### src/rtl/riscv_lsu_pkg.sv
// riscv_lsu_pkg: shared LSU types, byte-enable patterns and request legality helpers
package riscv_lsu_pkg;
   typedef enum logic [2:0] {MASK_X, MASK_B, MASK_B_SEXT, MASK_H, MASK_H_SEXT} mask_sel_t;
   localparam logic [1:0] ST_IDLE = 2'd0;
   localparam logic [1:0] ST_BUS  = 2'd1;
   localparam logic [1:0] ST_RESP = 2'd2;
   typedef enum logic [1:0] {LSU_IDLE = ST_IDLE, LSU_BUS = ST_BUS, LSU_RESP = ST_RESP} lsu_state_t;
   localparam logic [3:0] BE_BYTE = 4'b0001;
   localparam logic [3:0] BE_HALF = 4'b0011;
   localparam logic [3:0] BE_WORD = 4'b1111;
   function automatic logic is_byte(mask_sel_t m);
      return m == MASK_B || m == MASK_B_SEXT;
   endfunction
   function automatic logic is_half(mask_sel_t m);
      return m == MASK_H || m == MASK_H_SEXT;
   endfunction
   function automatic logic is_sext(mask_sel_t m);
      return m == MASK_B_SEXT || m == MASK_H_SEXT;
   endfunction
   function automatic logic lsu_illegal(logic we, mask_sel_t m, logic [1:0] off);
      return (is_half(m) && off[0]) || (!is_byte(m) && !is_half(m) && off != 2'b00) || (we && is_sext(m));
   endfunction
endpackage

### src/rtl/riscv_lsu_align.sv
// riscv_lsu_align: store byte-enable/lane replication and load right-alignment
module riscv_lsu_align
   import riscv_lsu_pkg::*;
#(
   parameter int WORD_LENGTH = 32
) (
   input  logic                   we,
   input  mask_sel_t              mask_sel,
   input  logic [1:0]             off,
   input  logic [WORD_LENGTH-1:0] wdata,
   input  logic [1:0]             rd_off,
   input  logic [WORD_LENGTH-1:0] rdata,
   output logic [3:0]             be,
   output logic [WORD_LENGTH-1:0] wdata_rep,
   output logic [WORD_LENGTH-1:0] rdata_shift
);
   always_comb begin
      be = !we ? BE_WORD : is_byte(mask_sel) ? BE_BYTE << off : is_half(mask_sel) ? BE_HALF << off : BE_WORD;
      wdata_rep = is_byte(mask_sel) ? {4{wdata[7:0]}} : is_half(mask_sel) ? {2{wdata[15:0]}} : wdata;
      rdata_shift = rdata >> {rd_off, 3'b000};
   end
endmodule

### src/rtl/riscv_lsu.sv
// riscv_lsu: single-outstanding load/store unit driving the data RAM req/ack bus
module riscv_lsu
   import riscv_lsu_pkg::*;
#(
   parameter int WORD_LENGTH    = 32,
   parameter int ADDR_WIDTH     = 32,
   parameter int TIMEOUT_CYCLES = 255
) (
   input  logic                   clk,
   input  logic                   rst_n,
   input  logic                   req_valid,
   output logic                   req_ready,
   input  logic                   req_we,
   input  logic [ADDR_WIDTH-1:0]  req_addr,
   input  logic [WORD_LENGTH-1:0] req_wdata,
   input  mask_sel_t              req_mask_sel,
   output logic                   rsp_valid,
   output logic [WORD_LENGTH-1:0] rsp_rdata,
   output mask_sel_t              rsp_mask_sel,
   output logic                   rsp_err,
   output logic                   mem_req,
   output logic                   mem_we,
   output logic [ADDR_WIDTH-1:0]  mem_addr,
   output logic [WORD_LENGTH-1:0] mem_wdata,
   output logic [3:0]             mem_be,
   input  logic                   mem_ack,
   input  logic [WORD_LENGTH-1:0] mem_rdata
);
   localparam int CW = $clog2(TIMEOUT_CYCLES + 1);
   lsu_state_t state;
   logic [CW-1:0] cnt;
   logic [1:0] off;
   logic [3:0] be;
   logic [WORD_LENGTH-1:0] wd, rd;
   logic illegal;
   riscv_lsu_align #(.WORD_LENGTH(WORD_LENGTH)) u_align (
      .we(req_we), .mask_sel(req_mask_sel), .off(req_addr[1:0]), .wdata(req_wdata),
      .rd_off(off), .rdata(mem_rdata), .be(be), .wdata_rep(wd), .rdata_shift(rd)
   );
   assign illegal = lsu_illegal(req_we, req_mask_sel, req_addr[1:0]);
   assign req_ready = state == LSU_IDLE;
   assign rsp_valid = state == LSU_RESP;
   always_ff @(posedge clk or negedge rst_n) begin
      if (!rst_n) begin
         state <= LSU_IDLE;
         cnt <= '0;
         off <= 2'b00;
         mem_req <= 1'b0;
         mem_we <= 1'b0;
         mem_addr <= '0;
         mem_wdata <= '0;
         mem_be <= 4'b0000;
         rsp_rdata <= '0;
         rsp_mask_sel <= MASK_X;
         rsp_err <= 1'b0;
      end else begin
         case (state)
            LSU_IDLE: if (req_valid) begin
               off <= req_addr[1:0];
               rsp_mask_sel <= req_mask_sel;
               rsp_err <= illegal;
               rsp_rdata <= '0;
               cnt <= '0;
               state <= illegal ? LSU_RESP : LSU_BUS;
               if (!illegal) begin
                  mem_req <= 1'b1;
                  mem_we <= req_we;
                  mem_addr <= {req_addr[ADDR_WIDTH-1:2], 2'b00};
                  mem_be <= be;
                  mem_wdata <= wd;
               end
            end
            // an ack in the final wait cycle takes priority over the timeout
            LSU_BUS: if (mem_ack) begin
               mem_req <= 1'b0;
               rsp_rdata <= mem_we ? '0 : rd;
               state <= LSU_RESP;
            end else if (cnt == CW'(TIMEOUT_CYCLES - 1)) begin
               mem_req <= 1'b0;
               rsp_err <= 1'b1;
               rsp_rdata <= '0;
               state <= LSU_RESP;
            end else begin
               cnt <= cnt + 1'b1;
            end
            default: state <= LSU_IDLE;
         endcase
      end
   end
endmodule

### config.mk
export PLATFORM = sky130hd
export DESIGN_NAME = riscv_lsu
export DESIGN_NICKNAME = d
export VERILOG_FILES = /design/src/rtl/riscv_lsu_pkg.sv /design/src/rtl/riscv_lsu_align.sv /design/src/rtl/riscv_lsu.sv
export SDC_FILE = /design/constraint.sdc
export NUM_CORES = 1
export LEC_CHECK = 0
export ABC_AREA = 1
export BUFFER_PORTS_ARGS = -buffer_cell sky130_fd_sc_hd__buf_2
export CELL_PAD_IN_SITES_DETAIL_PLACEMENT = 0
export CELL_PAD_IN_SITES_GLOBAL_PLACEMENT = 2
export CORE_MARGIN = 2
export CORE_UTILIZATION = 27
export CTS_CLUSTER_SIZE = 40
export DETAILED_ROUTE_END_ITERATION = 16
export GPL_TIMING_DRIVEN = 0
export PLACE_DENSITY = 0.86
export SLEW_MARGIN = 5
export SYNTH_ARGS = -nofsm -noshare
export SYNTH_HDL_FRONTEND = slang
export SYNTH_SLANG_ARGS = --single-unit
### constraint.sdc
create_clock -name clk -period 2.05 [get_ports clk]
set_clock_uncertainty 0.2 [all_clocks]
set_input_delay 0.41 -clock clk [delete_from_list [all_inputs] [get_ports clk]]
set_output_delay 0.41 -clock clk [all_outputs]
set_load 0.03 [all_outputs]
==> metrics.md, run 1 <==
| Metric | Value |
|---|---|
| Worst setup SP type | `input port` |
| Max_cap viols | `0` |
| First-pass GRT wire length | `a little over 30000 um` |
| Cells after Synth | `a little over 700` |
| Critical path class | `input port to flip-flop` |
| Detailed Route WL | `19300 um` |
| Vias in the first global route | `5681` |
| DR vias | `between 5000 and 6000` |
| R2R depth | `6` |
| GRT Util Overall | `between 15 and 20%` |
| Worst-path cell chain | `buf_2 > o21ai_1 > buf_4 > nand3_1 > nand2_1 > nor2_4 > nand2_4 > clkbuf_1 > nand2_1 > nand2_1` |
| Clock Latency Late Sink | `~400 ps` |
| GP Congestion | `roughly 0.82` |
| Depth of the worst hold-timing path | `3` |
| I/O pins | `212` |
| Final Util | `39.0%` |
| Max-slew violations | `0` |
| Core area | `20200 sq um` |
| Largest net degree at the start of global routing | `between 60 and 70` |
| Initial DRT Pass Iterations | `4` |
| Final ANT Viol Nets | `0` |
| Leak | `~4.3 nW` |
| Outcome | `finished, final reports clean` |
| Worst-case clock buffer depth | `2` |
| Initial Util | `27.5%` |
| Hold violation count in the final report | `0` |
| Clk root buf | `clkbuf_16` |
| Post-synthesis cell type count | `25` |
| TritonCTS buffer count | `17` |
| Yosys warnings | `0` |
| Initial antenna violation count | `0` |
| Placed cells | `around 1200` |
| # rows | `52` |
| Setup TNS | `0 ps` |
| Overflow after GRT | `0` |
| Fin Hold WS | `between 9 and 10 ps` |
| Design area | `7860 sq um` |
| Worst EP required | `about 2200 ps` |
| Placed Area | `6960 sq um` |
| Finished Layout Cells | `between 1000 and 1500` |
| Final setup violating endpoints | `0` |
| Area of the mapped netlist | `about 5500 sq um` |
| Final Critical Period | `1910 ps` |
| CP Capture Type | `flip-flop` |
| Fraction of layout cells with a size suffix above 1 | `28.8%` |
| FF+latch count, synth | `116` |
| Routed len/inst | `~15 um` |
| Total power | `around 12 mW` |
| Clk sinks | `between 100 and 150` |
| Critical Path Max Stage Delay | `~470 ps` |
| Die area | `21700 sq um` |
| DP Worst Slack | `-371 ps` |
| Worst Path Arrival | `~2000 ps` |
| Port bufs | `about 210` |
| Clock-pin slew on the worst setup and hold paths | `70 ps` |
| Total number of H-tree levels | `4` |
| Final HPWL DP | `roughly 14000 um` |
| Slew headroom | `about three fifths` |
| Final worst slack | `roughly 140 ps` |
| Seq/Total Area, Yosys | `52.4%` |
| Worst Hold Class | `input port to flip-flop` |
| Die Span Y | `147 um` |
| RSZ-0062 raised after global routing | `yes` |
| Iter 0 DRT Violations | `250` |
| CTS tree | `done` |
| Synthesis-to-finish area growth | `41.9%` |
| PwrDens | `between 1500 and 2000 nW/um^2` |
| Layout net count | `between 1000 and 1500` |
| Most frequent CP cell | `nand2_1` |
| Residual DRC | `0` |
| Maximum VDD drop | `roughly 0.65 mV` |
| Crit path max-delay cell type | `clkbuf_1` |
| Avg Inst Size Synth | `around 7.7 sq um` |
| Drt via density | `4.39` |
| CP Max Fanout | `10` |
| Die Wd | `between 100 and 150 um` |
| Worst Tran Pin Value | `around 580 ps` |
| Fin crit share | `a little over 90%` |
| Fmax | `between 500 and 600 MHz` |
==> critical path, delay by kind of cell <==
family	cells	cell delay (ps)
simple gates	6	620
buf+inv	3	810
compound gates	1	200
==> final timing paths <==
| path | from | to | slack, ps |
|---|---|---|---|
| setup / recovery | req_mask_sel[0] | mem_wdata[24] | 140 |
| min in group asynchronous | rst_n | rsp_rdata[2] | 330 |
| setup reg to reg | off[0] | rsp_rdata[7] | 150 |
| hold reg to reg | mem_addr[14] | mem_addr[14] | 270 |
| max in group asynchronous | rst_n | state[0] | 590 |
| hold / removal | req_addr[15] | mem_addr[15] | 9 |
==> metal layers <==
| layer | routed length [um] | track usage, % | vias to the layer above |
|---|---|---|---|
| met4 | 206 | 4.28 | 0 |
| met2 | 8930 | 29.0 | 196 |
| met5 | 0 | 0 | - |
| li1 | - | - | 2794 |
| met1 | 8530 | 23.3 | 2557 |
| met3 | 1580 | 6.74 | 12 |
==> layout make-up <==
class	instances	area, sq um
multi-input cells	511	2240
clock inverters	14	141
flip-flops and latches	116	2900
repair buffers	241	1390
fillers	2189	12300
inverters	60	225
clock buffers	18	429
well taps	270	338
plain buffers	36	196
diodes	1	2.50
==> sequential cells by signal, indices dropped and copies added, names as in the netlist <==
signal and cells:
mem_req 1, mem_wdata 32, cnt 8, rsp_err 1, rsp_rdata 32, off 2
mem_we 1, state 2, mem_be 4, rsp_mask_sel 3, mem_addr 30
==> cell families (layout without fill, tap and decap cells) <==
| group | Yosys count | after routing | share of synthesized area, % |
|---|---|---|---|
| fa+ha+maj | 6 | 6 | 1.36 |
| xor+xnor | 2 | 2 | 0.316 |
| other cells | 1 | 3 | 0.0677 |
| simple gates | 395 | 395 | 28.3 |
| buf+inv | 97 | 369 | 7.43 |
| compound gates | 106 | 106 | 10.1 |
| flops | 116 | 116 | 52.4 |
==> synthesized netlist by cell type (all sizes together) <==
master	n	area, sq um
clkbuf	20	75.1
o21ai	61	305
inv	60	225
ha	6	75.1
o22ai	19	119
nor2	15	63.8
dfrtp	116	2900
nand4	1	6.26
a21oi	25	129
xor2	2	17.5
nand3	35	175
buf	17	111
nand2	335	1270
or2	8	50.1
nor3	1	5.00
conb	1	3.75
o21bai	1	7.51
==> repair_timing <==
action / in CTS / in global routing
resized for setup: 6 / 10
hold buffers: 29 / 0
endpoints found under the setup margin: 26 / 37
setup buffers: 2 / 0
endpoints found under the hold margin: 80 / 0
==> cell usage in the layout, fill, tap and decap left out, types with 2 or more instances in the layout <==
master,synthesis,layout
clkinvlp_4,0,4
buf_4,8,11
clkbuf_2,0,4
dfrtp_1,116,116
nor2_2,0,2
clkbuf_1,20,15
inv_6,0,7
a21oi_1,24,24
clkbuf_4,0,2
o22ai_1,19,19
conb_1,1,2
xor2_1,2,2
clkbuf_16,0,17
nor2_1,14,12
dlygate4sd3_1,0,29
o21ai_0,60,60
nand2_2,1,3
nand2_1,333,331
buf_6,1,2
or2_2,8,8
nand3_1,35,35
ha_1,6,6
inv_1,57,54
buf_2,8,214
inv_2,3,6
==> power breakdown <==
part           internal (mW)  total [mW]  switching [mW]
clock network           1.70        2.93            1.22
logic                   1.53        5.37            3.84
registers               3.22        3.77           0.550
total                   6.45        12.1            5.62
Power figures use the tool's default switching activity.
==> run 2, diff against run 1 <==
--- a/config.mk
+++ b/config.mk
@@ -9,7 +9,7 @@
 export BUFFER_PORTS_ARGS = -buffer_cell sky130_fd_sc_hd__buf_2
 export CELL_PAD_IN_SITES_DETAIL_PLACEMENT = 0
 export CELL_PAD_IN_SITES_GLOBAL_PLACEMENT = 2
-export CORE_MARGIN = 2
+export CORE_MARGIN = 5
 export CORE_UTILIZATION = 27
 export CTS_CLUSTER_SIZE = 40
 export DETAILED_ROUTE_END_ITERATION = 16
==> constraint.sdc (replaced) <==
create_clock -name clk -period 2.05 [get_ports clk]
set_clock_uncertainty 0.2 [all_clocks]
set_input_delay 0.205 -clock clk [delete_from_list [all_inputs] [get_ports clk]]
set_output_delay 0.205 -clock clk [all_outputs]
set_load 0.1 [all_outputs]
==> metrics.md, run 2 (synthesized netlist as in run 1, its figures left out) <==
| Metric | Value |
|---|---|
| Outcome | `finished, final reports clean (unchanged)` |
| Final ANT Viol Nets | `0 (unchanged)` |
| Largest registers | `mem_wdata: 32 flops, rsp_rdata: 32 flops, mem_addr: 30 flops (unchanged)` |
| Largest net degree at the start of global routing | `65 (unchanged)` |
| Setup TNS | `0 ps (unchanged)` |
| Final HPWL DP | `14400 um (was 14000 um)` |
| Die Span Y | `153 um (was 147 um)` |
| Hold violation count in the final report | `0 (unchanged)` |
| Port bufs | `209 (unchanged)` |
| Routed len/inst | `14.9 um (was 15.2 um)` |
| CP Capture Type | `flip-flop (unchanged)` |
| Final setup violating endpoints | `0 (unchanged)` |
| Worst Path Arrival | `1990 ps (was 2060 ps)` |
| Max-slew violations | `0 (unchanged)` |
| RSZ-0062 raised after global routing | `yes (unchanged)` |
| First-pass GRT wire length | `32000 um (was 30500 um)` |
| Synthesis-to-finish area growth | `54.1% (was 41.9%)` |
| Total number of H-tree levels | `4 (unchanged)` |
| Worst Hold Class | `input port to flip-flop (unchanged)` |
| Worst-case clock buffer depth | `2 (unchanged)` |
| Initial DRT Pass Iterations | `4 (unchanged)` |
| Worst EP required | `2140 ps (was 2200 ps)` |
| DR vias | `5826 (was 5559)` |
| CTS tree | `done (unchanged)` |
| Vias in the first global route | `6080 (was 5681)` |
| Final Critical Period | `1890 ps (was 1910 ps)` |
| Placed Area | `6980 sq um (was 6960 sq um)` |
| Fmax | `528 MHz (was 523 MHz)` |
| Initial antenna violation count | `2 (was 0)` |
| Design area | `8530 sq um (was 7860 sq um)` |
| Fin crit share | `92.4% (was 93.3%)` |
| I/O pins | `212 (unchanged)` |
| Iter 0 DRT Violations | `259 (was 250)` |
| GP Congestion | `0.835 (was 0.816)` |
| CP Max Fanout | `10 (unchanged)` |
| Clock-pin slew on the worst setup and hold paths | `70 ps (about the same)` |
| Die area | `23500 sq um (was 21700 sq um)` |
| Clk root buf | `clkbuf_16 (unchanged)` |
| Overflow after GRT | `0 (unchanged)` |
| Slew headroom | `63.5% (was 61.4%)` |
| Layout net count | `1158 (was 1093)` |
| Drt via density | `4.38 (was 4.39)` |
| Final worst slack | `157 ps (was 136 ps)` |
| Detailed Route WL | `19800 um (was 19300 um)` |
| Clock Latency Late Sink | `410 ps (about the same)` |
| Finished Layout Cells | `1331 (was 1267)` |
| Critical path class | `flip-flop to flip-flop (was input port to flip-flop)` |
| Worst setup SP type | `flip-flop (was input port)` |
| Fraction of layout cells with a size suffix above 1 | `27.3% (was 28.8%)` |
| # rows | `52 (unchanged)` |
| Max_cap viols | `0 (unchanged)` |
| N_diodes | `0 (was 1)` |
| Most frequent cells in the layout | `331 x nand2_1, 217 x buf_2, 116 x dfrtp_1 (was 331 x nand2_1, 214 x buf_2, 116 x dfrtp_1)` |
| Commonest non-fill, non-tap cell in the layout | `nand2_1 (unchanged)` |
| GRT Util Overall | `17.0% (was 18.1%)` |
| Worst Tran Pin Value | `548 ps (was 579 ps)` |
| Placed cells | `1204 (unchanged)` |
| Core area | `20200 sq um (about the same)` |
| Die Wd | `153 um (was 147 um)` |
| Residual DRC | `0 (unchanged)` |
| Clk sinks | `116 (unchanged)` |
| DP Worst Slack | `-178 ps (was -371 ps)` |
| TritonCTS buffer count | `17 (unchanged)` |
| Initial Util | `27.4% (was 27.5%)` |
[run 2: cell types whose count changed in the layout (fill, tap and decap cells not counted), moves of 2 or more]
cell / before / now
buf_2: 214 / 217
buf_4: 11 / 13
clkbuf_2: 4 / 2
clkbuf_4: 2 / 0
dlygate4sd3_1: 29 / 93
inv_6: 7 / 5
inv_8: 1 / 5
[run 2: worst paths after layout]
| check | depth (start not counted) | start | end | slack (ps) |
|---|---|---|---|---|
| min in group asynchronous | 2 | rst_n | cnt[5] | 140 |
| setup reg to reg | 6 | off[0] | rsp_rdata[7] | 160 |
| hold / removal | 5 | mem_rdata[3] | rsp_rdata[3] | 6 |
| hold reg to reg | 2 | mem_addr[23] | mem_addr[23] | 270 |
| setup / recovery | 6 | off[0] | rsp_rdata[7] | 160 |
| max in group asynchronous | 3 | rst_n | mem_addr[22] | 810 |
[run 2: cell type report]
class	count	area [sq um]
clock inverter	15	161
timing repair buffer	306	2030
clock buffer	17	425
tap	270	338
sequential	116	2900
fill	2065	11700
multi-input combinational	511	2250
inverter	60	225
buffer	36	194
[run 2: worst max-delay path, stage by stage, from the launching register on]
cell and delay [ps]:
dfrtp_1 470, inv_1 170, buf_2 260, buf_2 290, o21ai_0 120, o21ai_0 150, o21ai_0 110
[run 2: through the flow]
stage	utilization [%]	hold slack (ps)
3_3_place_gp	34.3	200
2_1_floorplan	-	-291
5_1_grt	42.2	8.50
3_5_place_dp	34.5	11.7
6_report	42.2	6.39
4_1_cts	42.0	1.18
[run 2: timing repair]
item / CTS / global route
hold buffers: 93 / 0
hold endpoints to repair: 144 / 0
endpoints found under the setup margin: 25 / 36
resized for setup: 6 / 9
buffers inserted: 0 / 3
pin swaps: 0 / 2
[run 2: per-layer routing]
layer | global-route usage (%) | routed length [um] | vias to the layer above
met4 | 4.67 | 235 | 4
met2 | 27.6 | 9090 | 196
li1 | - | - | 2920
met3 | 5.80 | 1590 | 23
met1 | 21.6 | 8890 | 2683
met5 | 0 | 14 | -
Power of run 2 is not shown: default switching activity piles up to over one toggle a cycle in this logic, so the estimate is an artifact.
==> run 3, diff against run 2 <==
--- a/config.mk
+++ b/config.mk
@@ -7,10 +7,10 @@
 export LEC_CHECK = 0
 export ABC_AREA = 1
 export BUFFER_PORTS_ARGS = -buffer_cell sky130_fd_sc_hd__buf_2
-export CELL_PAD_IN_SITES_DETAIL_PLACEMENT = 0
-export CELL_PAD_IN_SITES_GLOBAL_PLACEMENT = 2
+export CELL_PAD_IN_SITES_DETAIL_PLACEMENT = 1
+export CELL_PAD_IN_SITES_GLOBAL_PLACEMENT = 1
 export CORE_MARGIN = 5
-export CORE_UTILIZATION = 27
+export CORE_UTILIZATION = 35
 export CTS_CLUSTER_SIZE = 40
 export DETAILED_ROUTE_END_ITERATION = 16
 export GPL_TIMING_DRIVEN = 0
==> metrics.md, run 3 (synthesized netlist as in run 1, its figures left out) <==
| Metric | Value |
|---|---|
| Hold violation count in the final report | `0 (unchanged)` |
| CP delay by family, top | `buffers and inverters (unchanged)` |
| Most frequent cells in the layout | `331 x nand2_1, 214 x buf_2, 116 x dfrtp_1 (was 331 x nand2_1, 217 x buf_2, 116 x dfrtp_1)` |
| Vias in the first global route | `7124 (was 6080)` |
| Port bufs | `209 (unchanged)` |
| Worst Tran Pin Value | `567 ps (was 548 ps)` |
| GP Congestion | `0.861 (was 0.835)` |
| Die Span Y | `136 um (was 153 um)` |
| Critical path class | `flip-flop to flip-flop (unchanged)` |
| Max-slew violations | `0 (unchanged)` |
| Iter 0 DRT Violations | `288 (was 259)` |
| Overflow after GRT | `0 (unchanged)` |
| First-pass GRT wire length | `37900 um (was 32000 um)` |
| Die Wd | `136 um (was 153 um)` |
| Worst-case clock buffer depth | `2 (unchanged)` |
| Worst EP required | `2150 ps (was 2140 ps)` |
| CP Capture Type | `flip-flop (unchanged)` |
| Design area | `8440 sq um (was 8530 sq um)` |
| # rows | `46 (was 52)` |
| Initial Util | `35.3% (was 27.4%)` |
| Fin crit share | `96.1% (was 92.4%)` |
| Routed len/inst | `19.1 um (was 14.9 um)` |
| Fmax | `507 MHz (was 528 MHz)` |
| Clk sinks | `116 (unchanged)` |
| Die area | `18400 sq um (was 23500 sq um)` |
| Clock-pin slew on the worst setup and hold paths | `50 ps (was 70 ps)` |
| Worst path bufs/invs | `3 (unchanged)` |
| TritonCTS buffer count | `17 (unchanged)` |
| Commonest non-fill, non-tap cell in the layout | `nand2_1 (unchanged)` |
| Core area | `15700 sq um (was 20200 sq um)` |
| Initial antenna violation count | `1 (was 2)` |
| Reg2reg setup slack | `80 ps (was 160 ps)` |
| Residual DRC | `0 (unchanged)` |
| Final Critical Period | `1970 ps (was 1890 ps)` |
| Fin Hold WS | `16.6 ps (was 6.39 ps)` |
| Initial DRT Pass Iterations | `5 (was 4)` |
| Max_cap viols | `0 (unchanged)` |
| Drt via density | `5.01 (was 4.38)` |
| Setup TNS | `0 ps (unchanged)` |
| Crit path max-delay cell type | `dfrtp_1 (unchanged)` |
| I/O pins | `212 (unchanged)` |
| Worst-path cell chain | `clkbuf_1 > inv_1 > clkbuf_4 > or2_2 > o21ai_0 > nand2_1 > nand2_1 > o21ai_0 (was inv_1 > buf_2 > buf_2 > o21ai_0 > o21ai_0 > o21ai_0)` |
| GRT Util Overall | `26.7% (was 17.0%)` |
| Synthesis-to-finish area growth | `52.3% (was 54.1%)` |
| Detailed Route WL | `24300 um (was 19800 um)` |
| Worst Hold Class | `input port to flip-flop (unchanged)` |
| Critical Path Max Stage Delay | `310 ps (was 470 ps)` |
| Final worst slack | `79.1 ps (was 157 ps)` |
| Largest net degree at the start of global routing | `70 (was 65)` |
| DR vias | `6393 (was 5826)` |
| Worst Path Arrival | `2070 ps (was 1990 ps)` |
| Largest registers | `mem_wdata: 32 flops, rsp_rdata: 32 flops, mem_addr: 30 flops (unchanged)` |
| CP Max Fanout | `10 (unchanged)` |
| Layout net count | `1156 (was 1158)` |
| Placed Area | `6910 sq um (was 6980 sq um)` |
| DP Worst Slack | `-168 ps (was -178 ps)` |
| Final setup violating endpoints | `0 (unchanged)` |
| Fraction of layout cells with a size suffix above 1 | `27.0% (was 27.3%)` |
| Outcome | `finished, final reports clean (unchanged)` |
| Clk root buf | `clkbuf_16 (unchanged)` |
| Worst setup SP type | `flip-flop (unchanged)` |
| Total number of H-tree levels | `4 (unchanged)` |
| CTS tree | `done (unchanged)` |
| Final ANT Viol Nets | `0 (unchanged)` |
| Final HPWL DP | `15100 um (was 14400 um)` |
| Slew headroom | `62.2% (was 63.5%)` |
| Clock Latency Late Sink | `420 ps (was 410 ps)` |
[run 3: final timing paths]
| path | start | to | cells past startpoint |
|---|---|---|---|
| setup / recovery | off[0] | rsp_rdata[3] | 8 |
| hold / removal | mem_rdata[23] | rsp_rdata[15] | 5 |
| setup reg to reg | off[0] | rsp_rdata[3] | 8 |
| hold reg to reg | mem_wdata[4] | mem_wdata[4] | 2 |
| max in group asynchronous | rst_n | mem_addr[26] | 3 |
| min in group asynchronous | rst_n | mem_wdata[20] | 2 |
[run 3: routing by layer]
metal	vias up	global-route usage, %	wire length, um
li1	2912	-	-
met1	3149	30.2	9280
met2	279	47.0	12300
met3	53	7.43	1940
met4	0	11.6	756
met5	-	0	0
[run 3: what timing repair did]
item,in CTS,in global routing
gates resized for setup,5,17
setup buffers,0,4
hold buffers,89,0
endpoints found under the hold margin,165,0
endpoints found under the setup margin,23,39
pin swaps,0,3
cloned,0,0
[run 3: metrics by stage]
step / utilization [%] / instances
after detailed placement: 44.0 / 1150
after CTS: 53.4 / 1270
after floorplan: - / 724
final: 53.7 / 1275
after global placement: 43.8 / 1149
after global routing: 53.7 / 1274
[run 3: layout make-up]
type | count | area, sq um
Multi-Input combinational cell | 511 | 2250
Sequential cell | 116 | 2900
Antenna cell | 1 | 2.50
Clock buffer | 22 | 444
Inverter | 60 | 225
Tap cell | 216 | 270
Timing Repair Buffer | 303 | 2000
Clock inverter | 9 | 131
Fill cell | 1940 | 7280
Buffer | 37 | 206
[run 3: worst register-to-register path: stages (launching register included)]
cell and delay [ps]:
dfrtp_1 310, clkbuf_1 280, inv_1 150, clkbuf_4 220, or2_2 280, o21ai_0 140
nand2_1 90, nand2_1 100, o21ai_0 80
Power of run 3 is left out for the same reason.
